[src/rtl/sdram_pkg.sv]
// Shared types and constants for the SDRAM traffic generator.
package sdram_pkg;

  typedef enum logic {
    TG_PAIRED     = 1'b0,
    TG_SEQUENTIAL = 1'b1
  } tg_mode_e;

  typedef enum logic [2:0] {
    StIdle,
    StWrReq,
    StWrWait,
    StRdReq,
    StRdWait,
    StDone
  } tg_state_e;

  localparam logic [31:0] LFSR_POLY32 = 32'h8020_0003;

endpackage

[src/rtl/sdram_lfsr.sv]
// Right-shifting Galois LFSR with synchronous reload and single-step advance.
module sdram_lfsr
  import sdram_pkg::*;
#(
  parameter int unsigned       WIDTH = 32,
  parameter logic [WIDTH-1:0] POLY  = WIDTH'(LFSR_POLY32),
  parameter logic [WIDTH-1:0] SEED  = WIDTH'(1)
) (
  input  logic             clk,
  input  logic             rst,
  input  logic             load,
  input  logic             step,
  output logic [WIDTH-1:0] value
);

  always_ff @(posedge clk or posedge rst) begin
    if (rst) begin
      value <= SEED;
    end else if (load) begin
      value <= SEED;
    end else if (step) begin
      value <= value[0] ? ((value >> 1) ^ POLY) : (value >> 1);
    end
  end

endmodule

[src/rtl/sdram_traffic_gen.sv]
// Write/read-back traffic generator and checker acting as manager on the ctrl_if handshake.
module sdram_traffic_gen
  import sdram_pkg::*;
#(
  parameter int unsigned            ADDR_WIDTH     = 32,
  parameter int unsigned            DATA_WIDTH     = 32,
  parameter int unsigned            NUM_TXN        = 1024,
  parameter logic [ADDR_WIDTH-1:0] ADDR_MASK      = ADDR_WIDTH'(32'h00FF_FFFC),
  parameter logic [31:0]            ADDR_SEED      = 32'hACE1_0001,
  parameter logic [31:0]            DATA_SEED      = 32'h1234_5679,
  parameter int unsigned            TIMEOUT_CYCLES = 4096
) (
  input  logic                  clk,
  input  logic                  rst,
  input  logic                  start,
  input  logic                  mode,
  output logic [ADDR_WIDTH-1:0] cmd_addr,
  output logic [DATA_WIDTH-1:0] cmd_wdata,
  output logic                  cmd_wr,
  output logic                  cmd_rd,
  input  logic                  cmd_rdy,
  input  logic                  wvalid,
  input  logic                  rvalid,
  input  logic [DATA_WIDTH-1:0] rdata,
  output logic                  busy,
  output logic                  done,
  output logic                  pass,
  output logic                  timeout,
  output logic [15:0]           err_count,
  output logic [ADDR_WIDTH-1:0] first_err_addr,
  output logic [DATA_WIDTH-1:0] first_err_data
);

  localparam int unsigned     IDX_W      = $clog2(NUM_TXN + 1);
  localparam int unsigned     TMO_W      = $clog2(TIMEOUT_CYCLES + 1);
  localparam int unsigned     BYTE_SHIFT = $clog2(DATA_WIDTH / 8);
  localparam logic [IDX_W-1:0] LAST_IDX   = IDX_W'(NUM_TXN - 1);
  localparam logic [TMO_W-1:0] TMO_LAST   = TMO_W'(TIMEOUT_CYCLES - 1);

  tg_state_e               state_q;
  tg_mode_e                mode_q;
  logic [IDX_W-1:0]        idx_q;
  logic [TMO_W-1:0]        tmo_q;
  logic                    pend_q;
  logic [DATA_WIDTH-1:0]   rdata_q;
  logic [31:0]             addr_val;
  logic [31:0]             data_val;

  logic in_txn, accept, last, seq, wr_fin, rd_fin, mism, tmo_hit, go;
  logic addr_load, addr_step, data_load, data_step;
  logic [DATA_WIDTH-1:0] rd_word;
  logic [15:0]           err_next;

  function automatic logic [ADDR_WIDTH-1:0] seq_addr(input logic [IDX_W-1:0] i);
    return (ADDR_WIDTH'(i) << BYTE_SHIFT) & ADDR_MASK;
  endfunction

  function automatic logic [ADDR_WIDTH-1:0] lfsr_addr(input logic [31:0] v);
    return ADDR_WIDTH'(v) & ADDR_MASK;
  endfunction

  always_comb begin
    in_txn   = (state_q != StIdle) && (state_q != StDone);
    go       = start && !in_txn;
    accept   = ((state_q == StWrReq) || (state_q == StRdReq)) && cmd_rdy;
    last     = (idx_q == LAST_IDX);
    seq      = (mode_q == TG_SEQUENTIAL);
    wr_fin   = (state_q == StWrWait) && (wvalid || pend_q);
    rd_fin   = (state_q == StRdWait) && (rvalid || pend_q);
    // Progress on the final counted cycle beats the timeout.
    tmo_hit  = in_txn && (tmo_q == TMO_LAST) && !(accept || wr_fin || rd_fin);
    rd_word  = pend_q ? rdata_q : rdata;
    mism     = (rd_word != cmd_wdata);
    err_next = (rd_fin && mism && (err_count != 16'hFFFF)) ? err_count + 16'd1 : err_count;
    // LFSRs step on acceptance so the next word is ready when the current transaction retires.
    addr_load = go;
    addr_step = accept && !seq && (state_q == StRdReq);
    data_load = go || (wr_fin && seq && last);
    data_step = accept && (seq || (state_q == StRdReq));
  end

  sdram_lfsr #(
    .WIDTH(32),
    .POLY (LFSR_POLY32),
    .SEED (ADDR_SEED)
  ) u_addr_lfsr (
    .clk  (clk),
    .rst  (rst),
    .load (addr_load),
    .step (addr_step),
    .value(addr_val)
  );

  sdram_lfsr #(
    .WIDTH(32),
    .POLY (LFSR_POLY32),
    .SEED (DATA_SEED)
  ) u_data_lfsr (
    .clk  (clk),
    .rst  (rst),
    .load (data_load),
    .step (data_step),
    .value(data_val)
  );

  always_ff @(posedge clk or posedge rst) begin
    if (rst) begin
      state_q        <= StIdle;
      mode_q         <= TG_PAIRED;
      idx_q          <= '0;
      tmo_q          <= '0;
      pend_q         <= 1'b0;
      rdata_q        <= '0;
      cmd_addr       <= '0;
      cmd_wdata      <= '0;
      cmd_wr         <= 1'b0;
      cmd_rd         <= 1'b0;
      busy           <= 1'b0;
      done           <= 1'b0;
      pass           <= 1'b0;
      timeout        <= 1'b0;
      err_count      <= '0;
      first_err_addr <= '0;
      first_err_data <= '0;
    end else begin
      err_count <= err_next;
      if (rd_fin && mism && (err_count == 16'd0)) begin
        first_err_addr <= cmd_addr;
        first_err_data <= rd_word;
      end
      if (in_txn) tmo_q <= tmo_q + 1'b1;

      if (tmo_hit) begin
        state_q <= StDone;
        tmo_q   <= '0;
        cmd_wr  <= 1'b0;
        cmd_rd  <= 1'b0;
        busy    <= 1'b0;
        done    <= 1'b1;
        timeout <= 1'b1;
        pass    <= 1'b0;
      end else begin
        unique case (state_q)
          StIdle, StDone: begin
            if (start) begin
              state_q        <= StWrReq;
              mode_q         <= tg_mode_e'(mode);
              idx_q          <= '0;
              tmo_q          <= '0;
              pend_q         <= 1'b0;
              cmd_addr       <= mode ? seq_addr('0) : lfsr_addr(ADDR_SEED);
              cmd_wdata      <= DATA_WIDTH'(DATA_SEED);
              cmd_wr         <= 1'b1;
              busy           <= 1'b1;
              done           <= 1'b0;
              pass           <= 1'b0;
              timeout        <= 1'b0;
              err_count      <= '0;
              first_err_addr <= '0;
              first_err_data <= '0;
            end
          end
          StWrReq: begin
            if (cmd_rdy) begin
              state_q <= StWrWait;
              tmo_q   <= '0;
              cmd_wr  <= 1'b0;
              pend_q  <= wvalid;
            end
          end
          StWrWait: begin
            if (wr_fin) begin
              pend_q <= 1'b0;
              tmo_q  <= '0;
              if (!seq) begin
                state_q <= StRdReq;
                cmd_rd  <= 1'b1;
              end else if (last) begin
                state_q   <= StRdReq;
                cmd_rd    <= 1'b1;
                idx_q     <= '0;
                cmd_addr  <= seq_addr('0);
                cmd_wdata <= DATA_WIDTH'(DATA_SEED);
              end else begin
                state_q   <= StWrReq;
                cmd_wr    <= 1'b1;
                idx_q     <= idx_q + 1'b1;
                cmd_addr  <= seq_addr(idx_q + 1'b1);
                cmd_wdata <= DATA_WIDTH'(data_val);
              end
            end
          end
          StRdReq: begin
            if (cmd_rdy) begin
              state_q <= StRdWait;
              tmo_q   <= '0;
              cmd_rd  <= 1'b0;
              pend_q  <= rvalid;
              rdata_q <= rdata;
            end
          end
          StRdWait: begin
            if (rd_fin) begin
              pend_q <= 1'b0;
              tmo_q  <= '0;
              if (last) begin
                state_q <= StDone;
                busy    <= 1'b0;
                done    <= 1'b1;
                pass    <= (err_next == 16'd0);
              end else begin
                idx_q     <= idx_q + 1'b1;
                cmd_wdata <= DATA_WIDTH'(data_val);
                if (seq) begin
                  state_q  <= StRdReq;
                  cmd_rd   <= 1'b1;
                  cmd_addr <= seq_addr(idx_q + 1'b1);
                end else begin
                  state_q  <= StWrReq;
                  cmd_wr   <= 1'b1;
                  cmd_addr <= lfsr_addr(addr_val);
                end
              end
            end
          end
          default: state_q <= StIdle;
        endcase
      end
    end
  end

endmodule
[config.mk]
export PLATFORM = sky130hd
export DESIGN_NAME = sdram_traffic_gen
export DESIGN_NICKNAME = d
export VERILOG_FILES = /design/src/rtl/sdram_pkg.sv /design/src/rtl/sdram_lfsr.sv /design/src/rtl/sdram_traffic_gen.sv
export SDC_FILE = /design/constraint.sdc
export NUM_CORES = 1
export LEC_CHECK = 0
export ABC_CLOCK_PERIOD_IN_PS = 11750
export CORE_MARGIN = 2
export CORE_UTILIZATION = 40
export CTS_CLUSTER_DIAMETER = 100
export DETAILED_ROUTE_END_ITERATION = 10
export PLACE_DENSITY = 0.6
export SLEW_MARGIN = 20
export SYNTH_ARGS = -nofsm -noshare
export SYNTH_HDL_FRONTEND = slang
export SYNTH_SLANG_ARGS = --single-unit
export TNS_END_PERCENT = 5
[constraint.sdc]
create_clock -name clk -period 11.75 [get_ports clk]
set_clock_uncertainty 0.2 [all_clocks]
set_input_delay 1.175 -clock clk [delete_from_list [all_inputs] [get_ports clk]]
set_output_delay 1.175 -clock clk [all_outputs]
set_load 0.1 [all_outputs]
==> flow_summary.json, run 1 <==
{
  "min_period_ns": 4.72,
  "design_area_um2": 15500,
  "cap_violations": 0,
  "p_sw_w": 0.00208,
  "dr.pass1.iters": 5,
  "clockBufferDepth": 3,
  "status": "finished, final reports clean",
  "synth-edff-count": 0,
  "numPortBuffers": 178,
  "cts_root_buf": "clkbuf_16",
  "ys.flop_type": "dfrtp_1",
  "ctsHtreeMaxLevel": 1,
  "ant_nets": 0,
  "placed_cells": 1783,
  "worst_slew_pin_slew_ns": 1.05,
  "ys_warn_count": 0,
  "switching_share_pct": 47.1,
  "route.detailed.drc": 0,
  "hold_violations": 0,
  "cts_tree": "yes",
  "cts_made_buffers": 30,
  "synth.distinct_cells": 59,
  "die_area_um2": 32600,
  "worstSetupStartpointType": "input pin",
  "p_int_w": 0.00234,
  "final_max_slew_viol_count": 0,
  "track_usage_pct": 21.1,
  "clk_latency_ns": 0.55,
  "max_freq_mhz": 212,
  "io_pins": 189,
  "async_reset_ff_share_pct": 100,
  "core_area_um2": 30600,
  "power.share.clock_pct": 21.5,
  "powerDensity_nw_per_um2": 286,
  "critPathKind": "input pin to flip-flop",
  "synth_top_cell_area_share_pct": 48.6,
  "fin_nets": 1462,
  "comb_power_share_pct": 46.3,
  "ys_top_cells_by_count": "nand2_1 (245), dfrtp_1 (242), nor2_1 (97)",
  "p_leak_nw": 6.63,
  "grt_max_degree": 117,
  "min_path_type": "flip-flop to flip-flop",
  "synth-seq-area-share_pct": 53.5,
  "finalSetupViolCount": 0,
  "ys_seq_elements": 265,
  "pwr-share-seq_pct": 32.3,
  "wl_per_cell_um": 18.9,
  "final_cells": 1836,
  "synthCells": 1277,
  "cts_resized": 0,
  "rsz0062_at_grt": "false",
  "fp-row-count": 64,
  "via_per_inst": 5.38,
  "yosysMostFrequentCell": "nand2_1",
  "peakVddDrop_uv": 235,
  "path_clk_slew_ns": 0.06,
  "cts.sinks": 265,
  "area_growth_syn_to_layout_pct": 24.3,
  "cp.arrival_ns": 4.96,
  "cts_hold_buf": 0,
  "start_util_pct": 40.7,
  "final.setup.tns_ns": 0,
  "die_w_um": 180,
  "vias": 9883,
  "yosysTopAreaCell": "dfrtp_1",
  "crit_fanout": 42,
  "antenna_found_initial": 1,
  "grt-ovfl-total": 0,
  "synthTopCellsByArea": "dfrtp_1 (49%), nand2_1 (7.4%), dfstp_2 (4.9%)",
  "grt_pass1_wl_um": 55600,
  "dpl-instance-area_um2": 14500,
  "grt_pass1_vias": 9584,
  "syn_area_um2": 12500,
  "die_h_um": 180,
  "endpoint_kind": "flip-flop",
  "drive_above_1_share_pct": 10.1,
  "hpwl_um": 23300,
  "drt_iter0_markers": 817,
  "synth_area_per_cell_um2": 9.75,
  "fin_crit_sh_pct": 40.1,
  "gp_congestion": 0.822,
  "critPathRequiredTime_ns": 11.99,
  "drt_wl_total_um": 34700,
  "post-cts-setup-buffers": 0,
  "slew_headroom_pct": 29.9
}
==> flip-flops by register name (all words and copies together) (netlist names) <==
signal	flops
u_addr_lfsr.value	32
cmd_wr	1
pend_q	1
u_data_lfsr.value	32
err_count	16
timeout	1
pass	1
idx_q	11
tmo_q	13
rdata_q	32
state_q	3
cmd_rd	1
done	1
cmd_wdata	32
mode_q	1
cmd_addr	22
busy	1
first_err_addr	32
first_err_data	32
==> metal layers <==
| metal | track usage [%] | vias to the layer above | wire, um |
|---|---|---|---|
| met4 | 5.45 | 0 | 749 |
| li1 | - | 4633 | - |
| met2 | 32.9 | 275 | 16200 |
| met5 | 0 | - | 0 |
| met1 | 31.2 | 4927 | 16100 |
| met3 | 2.61 | 48 | 1660 |
==> worst max-delay path: stages <==
cell             delay (ns)
clkdlybuf4s50_1        0.45
mux2i_1                0.46
xnor2_1                0.13
nor4_1                 0.55
nand4_1                0.19
nor2_2                 0.61
nor2_2                 0.15
nand2_2                0.40
buf_4                  0.51
nor2_1                 0.08
o21a_1                 0.19
==> worst paths after layout <==
path,start,end,slack (ns),cells past startpoint
hold reg to reg,u_addr_lfsr.value[27],u_addr_lfsr.value[27],0.29,2
max in group asynchronous,rst,pend_q,8.91,3
min in group asynchronous,rst,tmo_q[9],1.01,2
hold / removal,u_addr_lfsr.value[27],u_addr_lfsr.value[27],0.29,2
setup reg to reg,pend_q,first_err_data[2],7.05,11
setup / recovery,rdata[31],first_err_data[2],7.03,11
==> cells by family after synthesis <==
family	count (synthesis)	share of synthesized area, %
simple gates	518	18.8
flops	265	53.5
compound gates	253	12.6
buf+inv	100	3.85
mux	72	6.36
xor+xnor	64	4.50
fa+ha+maj	4	0.402
other cells	1	0.0301
==> final cells by class <==
type | instances | area [um2]
clock inverter | 10 | 161
antenna | 1 | 2.50
multi-input combinational | 921 | 5380
timing repair buffer | 193 | 1900
sequential | 265 | 6660
inverter | 8 | 37.5
fill | 2793 | 15100
clock buffer | 42 | 836
tap | 396 | 495
==> cell usage in the layout (no fill, tap or decap), drive strengths merged, types with 3 or more instances in the layout <==
| cell type | Yosys | routed |
|---|---|---|
| and3 | 21 | 21 |
| or4 | 3 | 3 |
| bufinv | 0 | 4 |
| nand2 | 246 | 246 |
| nand2b | 5 | 5 |
| mux2i | 39 | 39 |
| xor2 | 11 | 11 |
| clkbuf | 61 | 42 |
| nand4 | 9 | 9 |
| o21a | 34 | 34 |
| o22a | 14 | 14 |
| clkinv | 0 | 6 |
| nand3 | 48 | 48 |
| a221oi | 5 | 5 |
| nor2 | 99 | 99 |
| mux2 | 33 | 33 |
| or3 | 4 | 4 |
| clkdlybuf4s50 | 0 | 178 |
| o31ai | 5 | 5 |
| inv | 8 | 8 |
| nor2b | 36 | 36 |
| or2 | 5 | 5 |
| a31oi | 4 | 4 |
| conb | 1 | 10 |
| o21ai | 58 | 58 |
| buf | 31 | 15 |
| xnor2 | 53 | 53 |
| a22o | 21 | 21 |
| nor4 | 17 | 17 |
| nor3 | 16 | 16 |
| a21o | 3 | 3 |
| and2 | 4 | 4 |
| dfstp | 23 | 23 |
| dfrtp | 242 | 242 |
| a21oi | 94 | 94 |
| a211oi | 5 | 5 |
| ha | 4 | 4 |
==> metrics by stage <==
| step | util (%) | hold slack, ns | power [W] | worst slack (ns) |
|---|---|---|---|---|
| floorplan | - | 0.258 | 0.00295 | 3.12 |
| global placement | 47.3 | 0.273 | 0.00347 | 6.68 |
| detailed placement | 47.3 | 0.277 | 0.00349 | 6.65 |
| CTS | 50.6 | 0.286 | 0.00445 | 7.21 |
| global route | 50.6 | 0.293 | 0.00464 | 6.94 |
| finish | 50.6 | 0.285 | 0.00442 | 7.03 |
==> power groups by stage <==
stage / combinational (W) / clock, W / sequential (W)
CTS: 0.00205 / 0.000968 / 0.00143
finish: 0.00205 / 0.000949 / 0.00143
detailed placement: 0.00205 / 0 / 0.00144
global route: 0.00217 / 0.00101 / 0.00146
floorplan: 0.000832 / 0 / 0.00211
global placement: 0.00203 / 0 / 0.00144
Power figures use the tool's default switching activity.
==> run 2, diff against run 1 <==
--- a/config.mk
+++ b/config.mk
@@ -5,12 +5,12 @@
 export SDC_FILE = /design/constraint.sdc
 export NUM_CORES = 1
 export LEC_CHECK = 0
-export ABC_CLOCK_PERIOD_IN_PS = 11750
+export ABC_CLOCK_PERIOD_IN_PS = 4100
 export CORE_MARGIN = 2
 export CORE_UTILIZATION = 40
 export CTS_CLUSTER_DIAMETER = 100
 export DETAILED_ROUTE_END_ITERATION = 10
-export PLACE_DENSITY = 0.6
+export PLACE_DENSITY = 0.62
 export SLEW_MARGIN = 20
 export SYNTH_ARGS = -nofsm -noshare
 export SYNTH_HDL_FRONTEND = slang
==> constraint.sdc (replaced) <==
create_clock -name clk -period 4.1 [get_ports clk]
set_clock_uncertainty 0.2 [all_clocks]
set_input_delay 0.41 -clock clk [delete_from_list [all_inputs] [get_ports clk]]
set_output_delay 0.41 -clock clk [all_outputs]
set_load 0.1 [all_outputs]
==> run 2 against run 1 <==
  * Register-to-register slack got worse by 6.8 ns
  * First-iteration DRC count rose by 2.3%
  * Sequential power grew to 2.8 times the previous value
  * Power grew to 2.9 times the previous value
  * Via count is 0.21% lower
  * Critical endpoint is now pass
==> flow_summary.json, run 2 (same netlist as run 1, synthesis figures left out) <==
{
  "switching_share_pct": 47.6,
  "reg2reg_depth": 11,
  "cts_root_buf": "clkbuf_16",
  "core_area_um2": 30600,
  "clockBufferDepth": 3,
  "multi_input_area_um2": 5380,
  "startpoint": "pend_q",
  "cts_hold_buf": 0,
  "drt_iter0_markers": 836,
  "fin_crit_sh_pct": 93.6,
  "via_per_inst": 5.33,
  "total_power_w": 0.0126,
  "fp-row-count": 64,
  "fin_nets": 1474,
  "track_usage_pct": 21.0,
  "path_clk_slew_ns": 0.06,
  "slew_headroom_pct": 29.4,
  "critPathKind": "flip-flop to flip-flop",
  "nFillCells": 2805,
  "pwr-share-seq_pct": 32.3,
  "peakVddDrop_uv": 712,
  "die_h_um": 180,
  "area_growth_syn_to_layout_pct": 25.1,
  "endpoint": "pass",
  "worst_slew_pin_slew_ns": 1.06,
  "vias": 9862,
  "rsz0062_at_grt": "false",
  "p_sw_w": 0.00600,
  "wl_per_cell_um": 18.7,
  "critPathRequiredTime_ns": 4.34,
  "grt_max_degree": 86,
  "finalSetupViolCount": 0,
  "seq_area_um2": 6660,
  "p_leak_nw": 6.68,
  "dr.pass1.iters": 5,
  "p_int_w": 0.00662,
  "cts_made_buffers": 30,
  "antennaDiodeCount": 0,
  "cts_tree": "yes",
  "crit_path_max_incr_delay_ns": 0.47,
  "hpwl_um": 23500,
  "final_max_slew_viol_count": 0,
  "route.detailed.drc": 0,
  "io_pins": 189,
  "final.setup.tns_ns": 0,
  "final_cell_mix": "nand2_1 (244), dfrtp_1 (241), clkdlybuf4s50_1 (178)",
  "grt_pass1_vias": 9562,
  "cp.arrival_ns": 4.07,
  "r2r_slack_ns": 0.26,
  "cp_slowest_cell": "nor4_2",
  "worstPathCellList": "buf_12 -> buf_4 -> mux2i_1 -> xnor2_1 -> nor4_2 -> nand4_1 -> nor2_2 -> or3_1 -> mux2_1 -> nand4_1 -> o31ai_1",
  "drt_wl_total_um": 34600,
  "worstSetupStartpointType": "flip-flop",
  "gp_congestion": 0.850,
  "max_freq_mhz": 261,
  "cap_violations": 0,
  "grt_pass1_wl_um": 55500,
  "critical_path.most_common_cell": "nand4_1",
  "numPortBuffers": 178,
  "min_period_ns": 3.84,
  "comb_power_share_pct": 47.4,
  "ctsHtreeMaxLevel": 1,
  "die_w_um": 180,
  "ant_nets": 0,
  "power.share.clock_pct": 20.4,
  "hold_violations": 0,
  "drive_above_1_share_pct": 10.8,
  "reg2reg_from": "pend_q",
  "antenna_found_initial": 0,
  "crit_fanout": 26,
  "start_util_pct": 40.7,
  "powerDensity_nw_per_um2": 810,
  "grt-ovfl-total": 0,
  "r2r-end": "pass",
  "min_path_type": "input pin to async pin",
  "status": "finished, final reports clean",
  "die_area_um2": 32600,
  "final_common_cell": "nand2_1",
  "whs_ns": 0.136,
  "cts.sinks": 265,
  "endpoint_kind": "flip-flop",
  "clk_latency_ns": 0.55
}
[run 2: changes by cell type in the layout (fill, tap and decap cells not counted)]
cell	delta
buf_12	+6
buf_4	+7
buf_6	-1
bufinv_16	-3
clkbuf_1	+3
clkbuf_8	+1
clkinv_2	-1
clkinv_4	+2
clkinvlp_4	+1
diode_2	-1
inv_8	-1
[run 2: area by class of cell]
type	instances	share of cell area, %
multi-input cells	921	34.6
repair buffers	205	13.2
clock inverters	8	0.538
well taps	396	3.18
inverters	8	0.217
flip-flops and latches	265	42.8
clock buffers	46	5.53
[run 2: critical path, delay by kind of cell, from the launching register on]
kind | cells | cell delay (ns)
AO/OA/AOI/OAI | 1 | 0.08
XOR/XNOR | 1 | 0.18
buffers and inverters | 2 | 0.49
flip-flops | 1 | 0.44
multiplexers | 2 | 0.82
AND/OR/NAND/NOR | 5 | 1.49
[run 2: repair_timing]
action                     CTS  global route
setup buffers                0             0
gates resized for setup      0             1
setup endpoints to repair    0            15
[run 2: through the flow]
stage	cell area, um2	cells	setup slack, ns	util (%)
floorplan	12500	1286	0.0113	-
global placement	14600	1795	0.0936	47.8
detailed placement	14600	1795	0.0789	47.8
CTS	15600	1849	0.0581	50.9
global route	15600	1849	0.0584	50.9
finish	15600	1849	0.263	50.9
[run 2: metal layers]
layer | wire length [um] | vias up | GRT usage [%] | part of all wire [%]
met5 | 0 | - | 0 | 0
met4 | 762 | 0 | 4.97 | 2.2
met3 | 1710 | 54 | 2.93 | 4.9
met2 | 15900 | 291 | 33.0 | 46
met1 | 16200 | 4849 | 30.9 | 47
li1 | - | 4668 | - | -
[run 2: how the worst min path moves through the flow]
| stage | from | to | slack, ns | cells past startpoint |
|---|---|---|---|---|
| after floorplan | tmo_q[12] | tmo_q[12] | 0.26 | 1 |
| after global placement | u_addr_lfsr.value[27] | u_addr_lfsr.value[27] | 0.27 | 2 |
| final | rst | first_err_addr[29] | 0.14 | 2 |
| after CTS | rst | first_err_addr[29] | 0.15 | 2 |
| after detailed placement | u_addr_lfsr.value[24] | u_addr_lfsr.value[23] | 0.28 | 2 |
| after global routing | rst | first_err_addr[29] | 0.20 | 2 |
[run 2: power groups by stage]
| stage | registers, W | logic [W] | clock network [W] |
|---|---|---|---|
| final | 0.00407 | 0.00598 | 0.00257 |
| after global routing | 0.00416 | 0.00634 | 0.00274 |
| after CTS | 0.00408 | 0.00598 | 0.00263 |
| after detailed placement | 0.00411 | 0.00596 | 0 |
| after global placement | 0.00410 | 0.00593 | 0 |
| after floorplan | 0.00606 | 0.00238 | 0 |
==> run 3, diff against run 2 <==
--- a/config.mk
+++ b/config.mk
@@ -10,6 +10,7 @@
 export CORE_UTILIZATION = 40
 export CTS_CLUSTER_DIAMETER = 100
 export DETAILED_ROUTE_END_ITERATION = 10
+export GPL_TIMING_DRIVEN = 0
 export PLACE_DENSITY = 0.62
 export SLEW_MARGIN = 20
 export SYNTH_ARGS = -nofsm -noshare
==> run 3 against run 2 <==
  * Core utilization is 1.5 points higher
  * Fmax is 2.2% higher
  * Sequential power shrank 1%
  * Register-to-register slack improved by 0.08 ns
  * Largest cell class unchanged
  * Routed wire length is 5.5% higher
  * Non-clock buffer count grew 74
  * Clock power up 11%
  * Power up 3.1%
  * First-iteration DRC count is 6.6% higher
  * Sequential share of layout area down 1.3 points
  * Global-route usage up 1.3 points
  * Largest power group unchanged
  * Flip-flop and latch count unchanged
==> flow_summary.json, run 3 (same netlist as run 1, synthesis figures left out) <==
{
  "startpoint": "pend_q",
  "cts_tree": "yes",
  "die_w_um": 180,
  "pre_cts_slack_ns": 0.362,
  "cts_made_buffers": 31,
  "placed_cells": 1869,
  "whs_ns": 0.128,
  "cp_top_family": "simple AND/OR/NAND/NOR gates",
  "numPortBuffers": 178,
  "start_util_pct": 40.7,
  "cap_violations": 0,
  "status": "finished, final reports clean",
  "final_common_cell": "nand2_1",
  "drt_wl_total_um": 36500,
  "vias": 10300,
  "cp.arrival_ns": 4.00,
  "fp-row-count": 64,
  "reg2reg_depth": 13,
  "peakVddDrop_uv": 551,
  "r2r-end": "first_err_data[15]",
  "finalSetupViolCount": 0,
  "final.setup.worst_slack_ns": 0.347,
  "hpwl_um": 27400,
  "die_area_um2": 32600,
  "cts_resized": 0,
  "area_growth_syn_to_layout_pct": 28.8,
  "critPathKind": "flip-flop to flip-flop",
  "slew_headroom_pct": 28.6,
  "hold_violations": 0,
  "antenna_found_initial": 2,
  "drive_above_1_share_pct": 10.8,
  "reg2reg_from": "pend_q",
  "post-cts-setup-buffers": 0,
  "ant_nets": 0,
  "grt-ovfl-total": 0,
  "core_area_um2": 30600,
  "clockBufferDepth": 3,
  "min_path_type": "input pin to async pin",
  "die_h_um": 180,
  "p_leak_nw": 6.89,
  "io_pins": 189,
  "min_period_ns": 3.75,
  "total_power_w": 0.0130,
  "ctsHtreeMaxLevel": 1,
  "critPathRequiredTime_ns": 4.35,
  "gp_congestion": 0.884,
  "final_max_slew_viol_count": 0,
  "final_cell_mix": "nand2_1 (245), dfrtp_1 (242), clkdlybuf4s50_1 (178)",
  "max_freq_mhz": 266,
  "worst_slew_pin_slew_ns": 1.07,
  "powerDensity_nw_per_um2": 811,
  "rsz0062_at_grt": "false",
  "cp_slowest_cell": "mux2i_1",
  "track_usage_pct": 22.3,
  "worstPathCellList": "buf_6 -> buf_8 -> mux2i_1 -> xnor2_1 -> nor4_1 -> nand4_1 -> nor2_2 -> buf_6 -> nor2_2 -> nand2_2 -> buf_2 -> nor2_1 -> o21a_1",
  "drt_iter0_markers": 891,
  "clk_latency_ns": 0.56,
  "cts_root_buf": "clkbuf_16",
  "wl_per_cell_um": 18.9,
  "grt_pass1_wl_um": 58100,
  "route.detailed.drc": 0,
  "r2r_slack_ns": 0.35,
  "worstSetupStartpointType": "flip-flop",
  "cts_hold_buf": 0,
  "grt_pass1_vias": 9980,
  "worst-path-buf-inv": 4,
  "nFillCells": 2782,
  "path_clk_slew_ns": 0.06,
  "endpoint_kind": "flip-flop",
  "final_cells": 1929,
  "crit_path_max_incr_delay_ns": 0.50,
  "via_per_inst": 5.33,
  "crit_fanout": 10,
  "fin_nets": 1549,
  "dr.pass1.iters": 5,
  "fin_crit_sh_pct": 91.5,
  "grt_max_degree": 34,
  "cts.sinks": 265
}
-- run 3: worst max-delay path by stage --
stage	to	cells after the start
2_1_floorplan	busy	1
3_3_place_gp	u_addr_lfsr.value[14]	2
3_5_place_dp	first_err_data[24]	12
4_1_cts	first_err_data[15]	13
5_1_grt	first_err_data[15]	13
6_report	first_err_data[15]	13
-- run 3: final cells by class --
cell class | count | area, um2 | share of cell area (%)
Clock inverter | 10 | 131 | 0.819
Timing Repair Buffer | 187 | 1980 | 12.3
Clock buffer | 48 | 940 | 5.86
Multi-Input combinational cell | 921 | 5360 | 33.4
Tap cell | 396 | 495 | 3.09
Antenna cell | 2 | 5.00 | 0.0312
Buffer | 92 | 449 | 2.80
Sequential cell | 265 | 6660 | 41.5
Inverter | 8 | 33.8 | 0.211
-- run 3: metal layers --
layer	part of all wire [%]	vias to the layer above	track usage, %
met3	6.0	50	3.44
met1	46	5089	32.4
met5	0	-	0
li1	-	4819	-
met2	46	322	34.8
met4	2.4	0	6.16
-- run 3: worst register-to-register path, cell delays in order, from the launching register on --
cell     delay (ns)
dfrtp_1        0.34
buf_6          0.18
buf_8          0.22
mux2i_1        0.50
xnor2_1        0.13
nor4_1         0.43
nand4_1        0.18
nor2_2         0.37
buf_6          0.20
nor2_2         0.07
nand2_2        0.26
buf_2          0.31
nor2_1         0.08
o21a_1         0.17
-- run 3: report_power, final --
group	total (W)	switching (W)	internal, W
Sequential	0.00401	0.000612	0.00340
Clock	0.00286	0.00111	0.00175
Combinational	0.00614	0.00440	0.00174
Total	0.0130	0.00612	0.00689
-- run 3: stage by stage --
stage	setup TNS, ns	cell area [um2]	util (%)
6_report	0	16000	52.5
5_1_grt	0	16000	52.5
3_3_place_gp	-503.07	14800	48.3
4_1_cts	0	16000	52.4
3_5_place_dp	0	15000	48.9
2_1_floorplan	0	12500	-
